File: src/rtl/trap_ctrl.sv
// trap_ctrl: machine-mode trap sequencer at the commit stage.
// Selects exception / interrupt / MRET for the committing instruction.
// Owns the privilege mode and holds a ready/valid PC redirect to the front end.
//
// state       | meaning
// ------------+-----------------------------------------------------------
// ST_RUN      | commits are evaluated; trap/MRET strobes can fire
// ST_REDIRECT | redirect held valid with flush asserted, commits ignored
module trap_ctrl #(
    parameter int MXLEN = 32
) (
    input  logic             i_clk,
    input  logic             i_rst,
    input  logic             i_valid,
    input  logic [MXLEN-1:0] i_pc,
    input  logic             i_exc,
    input  logic [3:0]       i_exc_code,
    input  logic [MXLEN-1:0] i_exc_tval,
    input  logic             i_mret,
    input  logic             i_mstatus_mie,
    input  logic             i_mie_meie,
    input  logic             i_mie_mtie,
    input  logic             i_mip_meip,
    input  logic             i_mip_mtip,
    input  logic [1:0]       i_mstatus_mpp,
    input  logic [MXLEN-1:0] i_mtvec,
    input  logic [MXLEN-1:0] i_mepc,
    output logic             o_trap_req,
    output logic [MXLEN-1:0] o_trap_cause,
    output logic [MXLEN-1:0] o_trap_tval,
    output logic             o_trap_mret,
    output logic [1:0]       o_priv_mode,
    output logic             o_flush,
    output logic             o_redirect_valid,
    output logic [MXLEN-1:0] o_redirect_pc,
    input  logic             i_redirect_ready
);

    localparam logic [1:0] PRIV_U = 2'b00;
    localparam logic [1:0] PRIV_M = 2'b11;

    // Interrupt codes in mcause
    localparam logic [3:0] CODE_MEI     = 4'd11;
    localparam logic [3:0] CODE_MTI     = 4'd7;
    localparam logic [3:0] CODE_ILLEGAL = 4'd2;

    typedef enum logic {
        ST_RUN,
        ST_REDIRECT
    } state_t;

    state_t           state;
    logic             irq_en;
    logic             mei;
    logic             mti;
    logic             take_trap;
    logic             take_mret;
    logic             trap_int;
    logic [3:0]       trap_code;
    logic [MXLEN-1:0] trap_tval;
    logic [MXLEN-1:0] trap_base;
    logic [MXLEN-1:0] trap_target;
    logic [MXLEN-1:0] mret_target;
    logic [1:0]       mret_priv;

    // i_pc is recorded as mepc by the CSR file, not used here.
    logic unused_pc;
    assign unused_pc = ^i_pc;

    // Commit-event arbitration: interrupts first, then exception, then MRET.
    // Held off during reset so no strobe reaches the CSR file then.
    always_comb begin
        irq_en    = (o_priv_mode != PRIV_M) | i_mstatus_mie;
        mei       = i_mie_meie & i_mip_meip & irq_en;
        mti       = i_mie_mtie & i_mip_mtip & irq_en;
        take_trap = 1'b0;
        take_mret = 1'b0;
        trap_int  = 1'b0;
        trap_code = 4'd0;
        trap_tval = '0;
        if (state == ST_RUN && i_valid && !i_rst) begin
            if (mei) begin
                take_trap = 1'b1;
                trap_int  = 1'b1;
                trap_code = CODE_MEI;
            end else if (mti) begin
                take_trap = 1'b1;
                trap_int  = 1'b1;
                trap_code = CODE_MTI;
            end else if (i_exc) begin
                take_trap = 1'b1;
                trap_code = i_exc_code;
                trap_tval = i_exc_tval;
            end else if (i_mret && o_priv_mode != PRIV_M) begin
                // MRET from user mode is an illegal instruction
                take_trap = 1'b1;
                trap_code = CODE_ILLEGAL;
            end else if (i_mret) begin
                take_mret = 1'b1;
            end
        end
    end

    // Trap vector: vectored mode offsets interrupts by 4*code; reserved modes act as direct.
    always_comb begin
        trap_base   = {i_mtvec[MXLEN-1:2], 2'b00};
        trap_target = trap_base;
        if (i_mtvec[1:0] == 2'b01 && trap_int) begin
            trap_target = trap_base + {{(MXLEN-6){1'b0}}, trap_code, 2'b00};
        end
        mret_target = i_mepc & ~{{(MXLEN-1){1'b0}}, 1'b1};
        mret_priv   = (i_mstatus_mpp == PRIV_U) ? PRIV_U : PRIV_M;
    end

    assign o_trap_req   = take_trap;
    assign o_trap_mret  = take_mret;
    assign o_trap_cause = {trap_int, {(MXLEN-5){1'b0}}, trap_code};
    assign o_trap_tval  = trap_tval;
    assign o_flush      = take_trap | take_mret | (state == ST_REDIRECT);

    // Sequencer: latch redirect target and new privilege on an event, hold until accepted.
    always_ff @(posedge i_clk or posedge i_rst) begin
        if (i_rst) begin
            state            <= ST_RUN;
            o_priv_mode      <= PRIV_M;
            o_redirect_valid <= 1'b0;
            o_redirect_pc    <= '0;
        end else begin
            case (state)
                ST_RUN: begin
                    if (take_trap) begin
                        state            <= ST_REDIRECT;
                        o_priv_mode      <= PRIV_M;
                        o_redirect_valid <= 1'b1;
                        o_redirect_pc    <= trap_target;
                    end else if (take_mret) begin
                        state            <= ST_REDIRECT;
                        o_priv_mode      <= mret_priv;
                        o_redirect_valid <= 1'b1;
                        o_redirect_pc    <= mret_target;
                    end
                end
                ST_REDIRECT: begin
                    if (i_redirect_ready) begin
                        state            <= ST_RUN;
                        o_redirect_valid <= 1'b0;
                    end
                end
                default: begin
                    state            <= ST_RUN;
                    o_redirect_valid <= 1'b0;
                end
            endcase
        end
    end

endmodule

File: config.mk
export PLATFORM = sky130hd
export DESIGN_NAME = trap_ctrl
export DESIGN_NICKNAME = d
export VERILOG_FILES = /design/src/rtl/trap_ctrl.sv
export SDC_FILE = /design/constraint.sdc
export NUM_CORES = 1
export LEC_CHECK = 0
export BUFFER_PORTS_ARGS = -buffer_cell sky130_fd_sc_hd__buf_4
export CAP_MARGIN = 20
export CORE_AREA = 4 4 93 95
export DETAILED_ROUTE_END_ITERATION = 12
export DIE_AREA = 0 0 97 99
export PLACE_DENSITY = 0.8
export SYNTH_ARGS = -nofsm -noshare
export SYNTH_HDL_FRONTEND = slang
export SYNTH_SLANG_ARGS = --single-unit
File: constraint.sdc
create_clock -name i_clk -period 4.4 [get_ports i_clk]
set_clock_uncertainty 0.15 [all_clocks]
set_input_delay 0.22 -clock i_clk [delete_from_list [all_inputs] [get_ports i_clk]]
set_output_delay 0.22 -clock i_clk [all_outputs]
set_load 0.01 [all_outputs]
==> results of run 1 <==
through the flow:
step / utilization [%] / hold slack, ns
after floorplan: - / 0.159
after global placement: 53.8 / 0.220
after detailed placement: 54.0 / 0.231
after CTS: 55.8 / 0.00880
after global routing: 55.8 / 0.0169
final: 55.8 / 0.0205
sequential cells by signal, indices dropped and copies added (netlist names):
name / flops
o_redirect_pc: 31
o_priv_mode: 1
o_redirect_valid: 1
state: 1
layer usage:
metal / GRT usage [%] / wire [um] / share of wire [%]
met1: 20.7 / 3610 / 37
met2: 37.3 / 5270 / 54
met3: 4.53 / 731 / 7.5
met4: 7.02 / 174 / 1.8
met5: 0 / 0 / 0
critical path, cell delays in order:
cell	delay, ns
dlygate4sd3_1	0.53
buf_4	0.14
or3b_1	0.49
nor3_2	0.38
o31a_1	0.25
fa_1	0.25
nand3_1	0.10
and2_1	0.21
nor3_1	0.40
nand4_1	0.19
xor2_1	0.20
o21ai_0	0.10
layout make-up:
class	instances	area [um2]	area share, %
multi-input combinational	280	1720	39.8
timing repair buffer	195	1480	34.2
sequential	34	852	19.8
tap	102	128	2.96
clock buffer	5	68.8	1.60
clock inverter	3	40.0	0.929
inverter	8	30.0	0.697
report_power, final:
part / switching (uW) / internal (uW) / total, uW
Combinational: 227 / 252 / 479
Clock: 119 / 167 / 286
Sequential: 45.9 / 392 / 438
cell usage after synthesis, types with 3 or more instances:
library cell	n	area [um2]
a21o_1	3	22.5
a21oi_1	15	75.1
a22oi_1	12	90.1
and2_1	33	206
and3_1	6	37.5
buf_2	5	25.0
buf_4	31	233
clkbuf_1	10	37.5
dfrtp_1	33	826
ha_1	4	50.1
inv_1	8	30.0
mux2i_1	3	30.0
nand2_1	22	82.6
nand3_1	16	80.1
nand4_1	11	68.8
nor2_1	22	82.6
nor3_1	10	50.1
o21ai_0	32	160
o21ai_1	5	25.0
xnor2_1	18	158
xor2_1	6	52.6
path summary, 6_finish.rpt:
check	end	startpoint	slack, ns
hold reg to reg	o_redirect_pc[2]	o_redirect_pc[2]	0.33
hold / removal	o_redirect_pc[28]	i_mepc[28]	0.02
setup / recovery	o_redirect_pc[30]	i_rst	0.97
min in group asynchronous	state	i_rst	0.45
setup reg to reg	o_redirect_pc[30]	state	1.11
max in group asynchronous	o_priv_mode[0]	i_rst	3.32
cells in the final DEF (no fill, tap or decap), types with 6 or more instances in the layout:
| master | n |
|---|---|
| nor3_1 | 9 |
| inv_1 | 8 |
| nand3_1 | 16 |
| dfrtp_1 | 33 |
| xor2_1 | 6 |
| buf_4 | 191 |
| conb_1 | 28 |
| nand4_1 | 11 |
| o21ai_0 | 32 |
| a21oi_1 | 15 |
| and3_1 | 6 |
| xnor2_1 | 18 |
| and2_1 | 33 |
| a22oi_1 | 12 |
| nand2_1 | 22 |
| nor2_1 | 22 |
kinds of logic (layout without fill, tap and decap cells):
logic type,after synthesis,count (layout)
flip-flops,34,34
XOR/XNOR,24,24
adder cells (fa/ha/maj),5,5
multiplexers,3,3
buffers and inverters,54,211
AO/OA/AOI/OAI,83,83
other,1,28
AND/OR/NAND/NOR,137,137
timing repair:
item | in CTS | in global routing
hold endpoints to repair | 36 | 0
hold buffers | 3 | 0
setup buffers | 0 | 0
==> out/qor.yml, run 1 <==
status:
  outcome: "finished clean"
setup_path:
  critPathLaunchType: "input pin"
  worst_setup_path_end_kind: "register"
  cp_max_fo: 6
  cp.required_ns: 4.40
  worstSetupPathType: "in -> reg"
  reg2regPathDepth: 10
  arrival_ns: 3.43
routing:
  vias_per_cell: 4.89
  routed_wl_mm: 9.79
  drt_iter0_drc: 71
  postRouteAntennaNets: 0
  wl_per_cell_um: 15.6
  vias: 3066
  route.detailed.drc: 0
  dr.pass1.iters: 4
grt:
  antenna_found_initial: 0
  grt_pass1_wl_mm: 15.3
  grt_pass1_vias: 3145
  grtUsageTotal_pct: 19.5
  overflow: 0
  grt_start_max_net_pins: 35
die:
  ios: 247
  die_h_um: 99
  start_util_pct: 35.8
  row_count: 32
  core_mm2: 0.00773
  dieArea_mm2: 0.00960
  dieWidth_um: 97
timing:
  grt_setup_unrepaired: "false"
  hold_violations: 0
  fin_tns_setup_ns: 0
  tightest_slew_ns: 0.731
  drv_slew: 0
  layout_setup_ws_ns: 0.969
  min_period_ns: 3.43
  max_freq_ghz: 0.291
  setup_viol: 0
  slew_headroom_pct: 51.3
  period_share_pct: 78.0
power_and_ir_drop:
  p_per_area_mw_per_mm2: 279
  peakVddDrop_mv: 0.102
  report.power.total_uw: 1200
  leakagePower_uw: 0.00211
place:
  io_buffers: 185
  placed_area_mm2: 0.00417
  place.gp.congestion: 0.801
  dp.cells: 616
  hpwl_mm: 8.12
  pre_cts_ws_ns: 1.14
synth:
  synthSimpleGateAreaFrac_pct: 27.7
  async_reset_ff_share_pct: 100
  synth_edf_count: 0
  yosys.area_share.adder_pct: 2.54
  seq_area_frac_synth_pct: 30.8
  synth_compound_area_share_pct: 18.3
  yosys.area_share.xor_xnor_pct: 7.61
  muxShareOfSynthArea_pct: 1.09
  synth_cell_types: 50
  synth_area_mm2: 0.00276
  synthFlopType: "dfrtp_1"
  synth_top_family_by_area: "simple AND/OR/NAND/NOR gates"
  syn_area_per_cell_um2: 8.11
  yosys_register_bits: 34
  synth-warning-count: 0
  synth_cells: 341
layout:
  layout.nets: 674
  diodes: 0
  drive_above_1_share_pct: 40.4
  fillers: 712
  post-route-cell-area_mm2: 0.00431
  area_growth_pct: 55.9
  layoutNonFillerInstCount: 627
clock_tree:
  htreeDepth: 2
  cts.sink_count: 34
  cts_resized: 0
  insertion_delay_ns: 0.28
  cts_tree: "yes"
  path_clk_slew_ns: 0.07
  cts_buffers: 5
  clock_path_buffers: 2
  ctsRootBufferMaster: "clkbuf_8"
job:
  cap_violations: 0
hold_path:
  hold_depth: 3
  min_path_type: "in -> reg"
Note: power is estimated with default switching activity, not from simulation.
==> run 2, diff against run 1 <==
==> config.mk (replaced) <==
export PLATFORM = sky130hd
export DESIGN_NAME = trap_ctrl
export DESIGN_NICKNAME = d
export VERILOG_FILES = /design/src/rtl/trap_ctrl.sv
export SDC_FILE = /design/constraint.sdc
export NUM_CORES = 1
export LEC_CHECK = 0
export ABC_AREA = 1
export BUFFER_PORTS_ARGS = -buffer_cell sky130_fd_sc_hd__buf_4
export CAP_MARGIN = 20
export CORE_MARGIN = 4
export CORE_UTILIZATION = 38
export DETAILED_ROUTE_END_ITERATION = 12
export PLACE_DENSITY = 0.82
export SYNTH_ARGS = -nofsm -noshare
export SYNTH_HDL_FRONTEND = slang
export SYNTH_SLANG_ARGS = --single-unit
==> constraint.sdc (replaced) <==
create_clock -name i_clk -period 2.95 [get_ports i_clk]
set_clock_uncertainty 0.15 [all_clocks]
set_input_delay 0.1475 -clock i_clk [delete_from_list [all_inputs] [get_ports i_clk]]
set_output_delay 0.1475 -clock i_clk [all_outputs]
set_load 0.01 [all_outputs]
==> out/qor.yml, run 2 <==
synth:
  synth.largest_area_cell: "dfrtp_1"
  yosys_register_bits: 34
  synth_area_mm2: 0.00345
  synth_cell_types: 38
  syn_area_per_cell_um2: 6.42
  synth-warning-count: 0
  yosysMostFrequentCell: "nand2_1"
  synth_common_cells: "nand2_1, nor2_1, nand3_1"
  synthFlopType: "dfrtp_1"
  synth_cells: 537
  async_reset_ff_share_pct: 100
  seq_area_frac_synth_pct: 24.7
  synth_edf_count: 0
  synthTopCellsByArea: "dfrtp_1, nand2_1, nor2_1"
  synth_top_cell_area_share_pct: 24.0
setup_path:
  r2r_end: "o_redirect_pc[31]"
  crit_top_cell: "nand2_1"
  cp_max_fo: 5
  crit_chain: "nand2_4 -> nand2_4 -> nand3_1 -> a21oi_1 -> ha_1 -> nand2_1 -> inv_1 -> nand2_1 -> nand2_1 -> nor2_1 -> nor2_1 -> nand3b_1 -> nand3_1 -> nand2_1 -> nand2_1"
  reg2regPathDepth: 15
  crit_family: "simple AND/OR/NAND/NOR gates"
  crit_end: "o_redirect_pc[31]"
  worstSetupPathType: "reg -> reg"
  worst_setup_path_end_kind: "register"
  r2r_start: "o_priv_mode[0]"
  cpPeakStageDelay_ns: 0.60
  rrSetupSlack_ns: 0.11
  arrival_ns: 2.87
  critPathBufInv: 1
  slowest_stage: "dfstp_2"
  critPathLaunchType: "register"
  crit_cells: 15
  crit_start: "o_priv_mode[0]"
  cp.required_ns: 2.98
clock_tree:
  ctsRootBufferMaster: "clkbuf_8"
  cts_buffers: 5
  htreeDepth: 2
  clock_path_buffers: 2
  cts.sink_count: 34
  insertion_delay_ns: 0.29
  path_clk_slew_ns: 0.07
  cts_tree: "yes"
layout:
  mostFrequentLayoutCell: "buf_4"
  top_register: "o_redirect_pc"
  drive_above_1_share_pct: 31.8
  layout_common_cells: "buf_4, nand2_1, nor2_1"
  final_util_pct: 56.7
  post-route-cell-area_mm2: 0.00497
  layout.nets: 867
  diodes: 0
  largest_reg_flops: 31
  area_growth_pct: 44.2
routing:
  vias_per_cell: 4.90
  routed_wl_mm: 12.7
  wl_per_cell_um: 15.4
  route.detailed.drc: 0
  vias: 4051
  postRouteAntennaNets: 0
  dr.pass1.iters: 5
  drt_iter0_drc: 151
place:
  hpwl_mm: 10.4
  placed_area_mm2: 0.00475
  place.gp.congestion: 0.909
  io_buffers: 185
timing:
  max_freq_ghz: 0.352
  drv_slew: 0
  hold_violations: 0
  period_share_pct: 96.3
  slew_headroom_pct: 31.2
  whs_ns: 0.0233
  tightest_slew_ns: 1.03
  setup_viol: 0
  min_period_ns: 2.84
power_and_ir_drop:
  peakVddDrop_mv: 0.227
  swShare_pct: 37.5
  p_int_uw: 1660
  p_per_area_mw_per_mm2: 534
  pwr-share-comb_pct: 48.6
  leakagePower_uw: 0.00259
  p_sw_uw: 997
  seq_power_share_pct: 31.6
  power.share.clock_pct: 19.8
die:
  dieArea_mm2: 0.0107
  core_mm2: 0.00876
  ios: 247
  start_util_pct: 39.3
  dieWidth_um: 103
  die_h_um: 103
  row_count: 34
job:
  cap_violations: 0
grt:
  grt_pass1_wl_mm: 19.1
  overflow: 0
  grt_start_max_net_pins: 41
  antenna_found_initial: 0
  grt_pass1_vias: 3885
  grtUsageTotal_pct: 22.8
hold_path:
  min_path_type: "in -> reg"
status:
  outcome: "finished clean"
run 2: worst reg2reg max path, cell delays in order, from the launching register on:
cell	delay [ns]
dfstp_2	0.60
nand2_4	0.09
nand2_4	0.11
nand3_1	0.08
a21oi_1	0.28
ha_1	0.36
nand2_1	0.14
inv_1	0.06
nand2_1	0.06
nand2_1	0.05
nor2_1	0.31
nor2_1	0.14
nand3b_1	0.11
nand3_1	0.07
nand2_1	0.07
nand2_1	0.05
run 2: how the worst min path moves through the flow:
| stage | slack (ns) | endpoint | depth (start not counted) | startpoint |
|---|---|---|---|---|
| after floorplan | 0.14 | o_redirect_pc[10] | 1 | i_rst |
| after global placement | 0.23 | o_redirect_pc[1] | 3 | i_mepc[1] |
| after detailed placement | 0.25 | o_priv_mode[0] | 3 | i_mstatus_mpp[1] |
| after CTS | 0.01 | o_redirect_pc[31] | 5 | i_mtvec[31] |
| after global routing | 0.02 | o_redirect_pc[20] | 3 | i_mepc[20] |
| final | 0.02 | o_redirect_pc[31] | 5 | i_mtvec[31] |
run 2: cell type report:
type | instances | area (um2)
fill | 870 | 3790
clock buffer | 5 | 68.8
sequential | 34 | 852
clock inverter | 3 | 68.8
timing repair buffer | 196 | 1480
inverter | 39 | 149
tap | 108 | 135
multi-input combinational | 441 | 2210
run 2: cell families (layout without fill, tap and decap cells):
logic type | count (synthesis) | count (layout) | share of synthesized area, %
flip-flops | 34 | 34 | 24.7
AO/OA/AOI/OAI | 41 | 41 | 6.54
buffers and inverters | 89 | 243 | 14.7
AND/OR/NAND/NOR | 360 | 360 | 50.1
other | 1 | 28 | 0.109
adder cells (fa/ha/maj) | 5 | 5 | 2.03
XOR/XNOR | 7 | 7 | 1.78
run 2: what timing repair did:
item	in CTS	in global routing
hold endpoints to repair	24	0
setup buffers	0	1
endpoints found under the setup margin	0	17
hold buffers	5	0
gates resized for setup	0	5
run 2: metrics by stage:
stage	power (uW)	cells	setup TNS (ns)	setup slack, ns
after floorplan	1510	564	0	0.218
after global placement	2090	812	0	0.196
after detailed placement	2120	812	0	0.122
after CTS	2660	825	0	0.0942
after global routing	2850	826	-0.0155	-0.0115
final	2660	826	0	0.110
run 2: layer usage:
metal	global-route usage, %	share of wire, %	up-vias
met5	0	0	-
met4	6.18	1.9	0
met3	4.63	8.6	17
met2	40.2	49	185
met1	28.4	40	1823
li1	-	-	2026
run 2: power by group through the flow:
stage	combinational, uW	sequential (uW)	clock, uW
3_3_place_gp	1250	837	0
6_report	1290	839	525
2_1_floorplan	577	934	0
4_1_cts	1280	840	535
5_1_grt	1430	862	558
3_5_place_dp	1270	846	0
==> run 3, diff against run 2 <==
--- a/config.mk
+++ b/config.mk
@@ -12,6 +12,7 @@
 export CORE_UTILIZATION = 38
 export DETAILED_ROUTE_END_ITERATION = 12
 export PLACE_DENSITY = 0.82
+export RECOVER_POWER = 50
 export SYNTH_ARGS = -nofsm -noshare
 export SYNTH_HDL_FRONTEND = slang
 export SYNTH_SLANG_ARGS = --single-unit
==> out/qor.yml, run 3 (synthesis results as in run 2) <==
job:
  cap_violations: 0
grt:
  overflow: 0
  grt_pass1_wl_mm: 19.1
  grtUsageTotal_pct: 22.8
  grt_start_max_net_pins: 41
  grt_pass1_vias: 3885
  antenna_found_initial: 0
hold_path:
  min_path_type: "in -> reg"
  hold_depth: 5
  hold_path_end: "o_redirect_pc[31]"
  min-delay-start: "i_mtvec[31]"
layout:
  mostFrequentLayoutCell: "nand2_1"
  fillers: 901
  diodes: 0
  layout_common_cells: "nand2_1, buf_4, nor2_1"
  post-route-cell-area_mm2: 0.00485
  layout.nets: 867
  largest_reg_flops: 31
  top_register: "o_redirect_pc"
  area_growth_pct: 40.7
  layoutNonFillerInstCount: 826
  drive_above_1_share_pct: 27.3
timing:
  min_period_ns: 2.80
  layout_setup_ws_ns: 0.152
  hold_violations: 0
  period_share_pct: 94.9
  drv_slew: 0
  slew_headroom_pct: 30.6
  tightest_slew_ns: 1.04
  max_freq_ghz: 0.357
  fin_tns_setup_ns: 0
  setup_viol: 0
setup_path:
  rrSetupSlack_ns: 0.15
  cp.required_ns: 3.02
  crit_chain: "nand2_4 -> nand2_2 -> nand2_4 -> nand2_4 -> nand2_4 -> nor2_8 -> inv_4 -> o31ai_1 -> dlygate4sd3_1 -> o21ai_1"
  worst_setup_path_end_kind: "register"
  slowest_stage: "dfstp_2"
  arrival_ns: 2.87
  critPathLaunchType: "register"
  crit_top_cell: "nand2_4"
  reg2regPathDepth: 10
  cp_max_fo: 40
  cpPeakStageDelay_ns: 0.60
  worstSetupPathType: "reg -> reg"
  r2r_end: "o_priv_mode[0]"
  r2r_start: "o_priv_mode[0]"
clock_tree:
  cts_buffers: 5
  cts.sink_count: 34
  cts_tree: "yes"
  ctsRootBufferMaster: "clkbuf_8"
  path_clk_slew_ns: 0.07
  insertion_delay_ns: 0.29
  htreeDepth: 2
  clock_path_buffers: 2
place:
  placed_area_mm2: 0.00475
  hpwl_mm: 10.4
  pre_cts_ws_ns: 0.122
  place.gp.congestion: 0.909
  dp.cells: 812
  io_buffers: 185
power_and_ir_drop:
  p_per_area_mw_per_mm2: 511
  peakVddDrop_mv: 0.219
  leakagePower_uw: 0.00247
  report.power.total_uw: 2480
routing:
  wl_per_cell_um: 15.4
  vias: 4018
  drt_iter0_drc: 158
  routed_wl_mm: 12.7
  vias_per_cell: 4.86
  dr.pass1.iters: 4
  route.detailed.drc: 0
  postRouteAntennaNets: 0
status:
  outcome: "finished clean"
die:
  row_count: 34
  start_util_pct: 39.3
  ios: 247
  die_h_um: 103
  dieArea_mm2: 0.0107
  core_mm2: 0.00876
  dieWidth_um: 103
-- run 3: changes by cell type in the layout (fill, tap and decap cells not counted), sizes merged --
cell	change
buf	-32
clkbuf	+32
-- run 3: power breakdown --
group	total, uW	switching, uW	internal, uW
registers	833	136	697
logic	1120	670	451
clock network	522	183	339
total	2480	989	1490
-- run 3: how the worst max path moves through the flow --
stage              startpoint           endpoint  slack, ns  cells after the start
6_report       o_priv_mode[0]     o_priv_mode[0]       0.15                     10
5_1_grt        o_priv_mode[0]  o_redirect_pc[17]      -0.01                     18
4_1_cts                 i_rst   o_redirect_pc[9]       0.09                     15
3_5_place_dp            state   o_redirect_pc[9]       0.12                     15
3_3_place_gp            state   o_redirect_pc[9]       0.20                     15
2_1_floorplan  o_priv_mode[0]   o_redirect_pc[9]       0.22                     12
-- run 3: final cells by class --
type                    instances  area (um2)  area share, %
repair buffers                196        1360           28.1
well taps                     108         135           2.79
inverters                      39         149           3.07
clock inverters                 3        68.8           1.42
flip-flops and latches         34         852           17.6
multi-input cells             441        2210           45.6
clock buffers                   5        68.8           1.42
-- run 3: worst max-delay path, delay by kind of cell (launching register included) --
| kind | cells | cell delay [ns] |
|---|---|---|
| AND/OR/NAND/NOR | 6 | 1.07 |
| AO/OA/AOI/OAI | 2 | 0.17 |
| flip-flops | 1 | 0.60 |
| buffers and inverters | 2 | 0.73 |
-- run 3: repair_timing --
action	in CTS	in global routing
hold buffers	5	0
endpoints found under the setup margin	0	17
setup buffers	0	1
gates resized for setup	0	5
endpoints found under the hold margin	24	0
-- run 3: through the flow --
stage / hold slack, ns / util [%]
after floorplan: 0.138 / -
after global placement: 0.234 / 54.2
after detailed placement: 0.248 / 54.2
after CTS: 0.0128 / 56.3
after global routing: 0.0207 / 55.3
final: 0.0226 / 55.3
-- run 3: per-layer routing --
| layer | global-route usage [%] | vias up | wire length [um] | part of all wire [%] |
|---|---|---|---|---|
| met5 | 0 | - | 0 | 0 |
| met4 | 6.18 | 0 | 229 | 1.8 |
| met3 | 4.63 | 17 | 1070 | 8.4 |
| met2 | 40.2 | 161 | 6210 | 49 |
| met1 | 28.4 | 1809 | 5190 | 41 |
| li1 | - | 2031 | - | - |
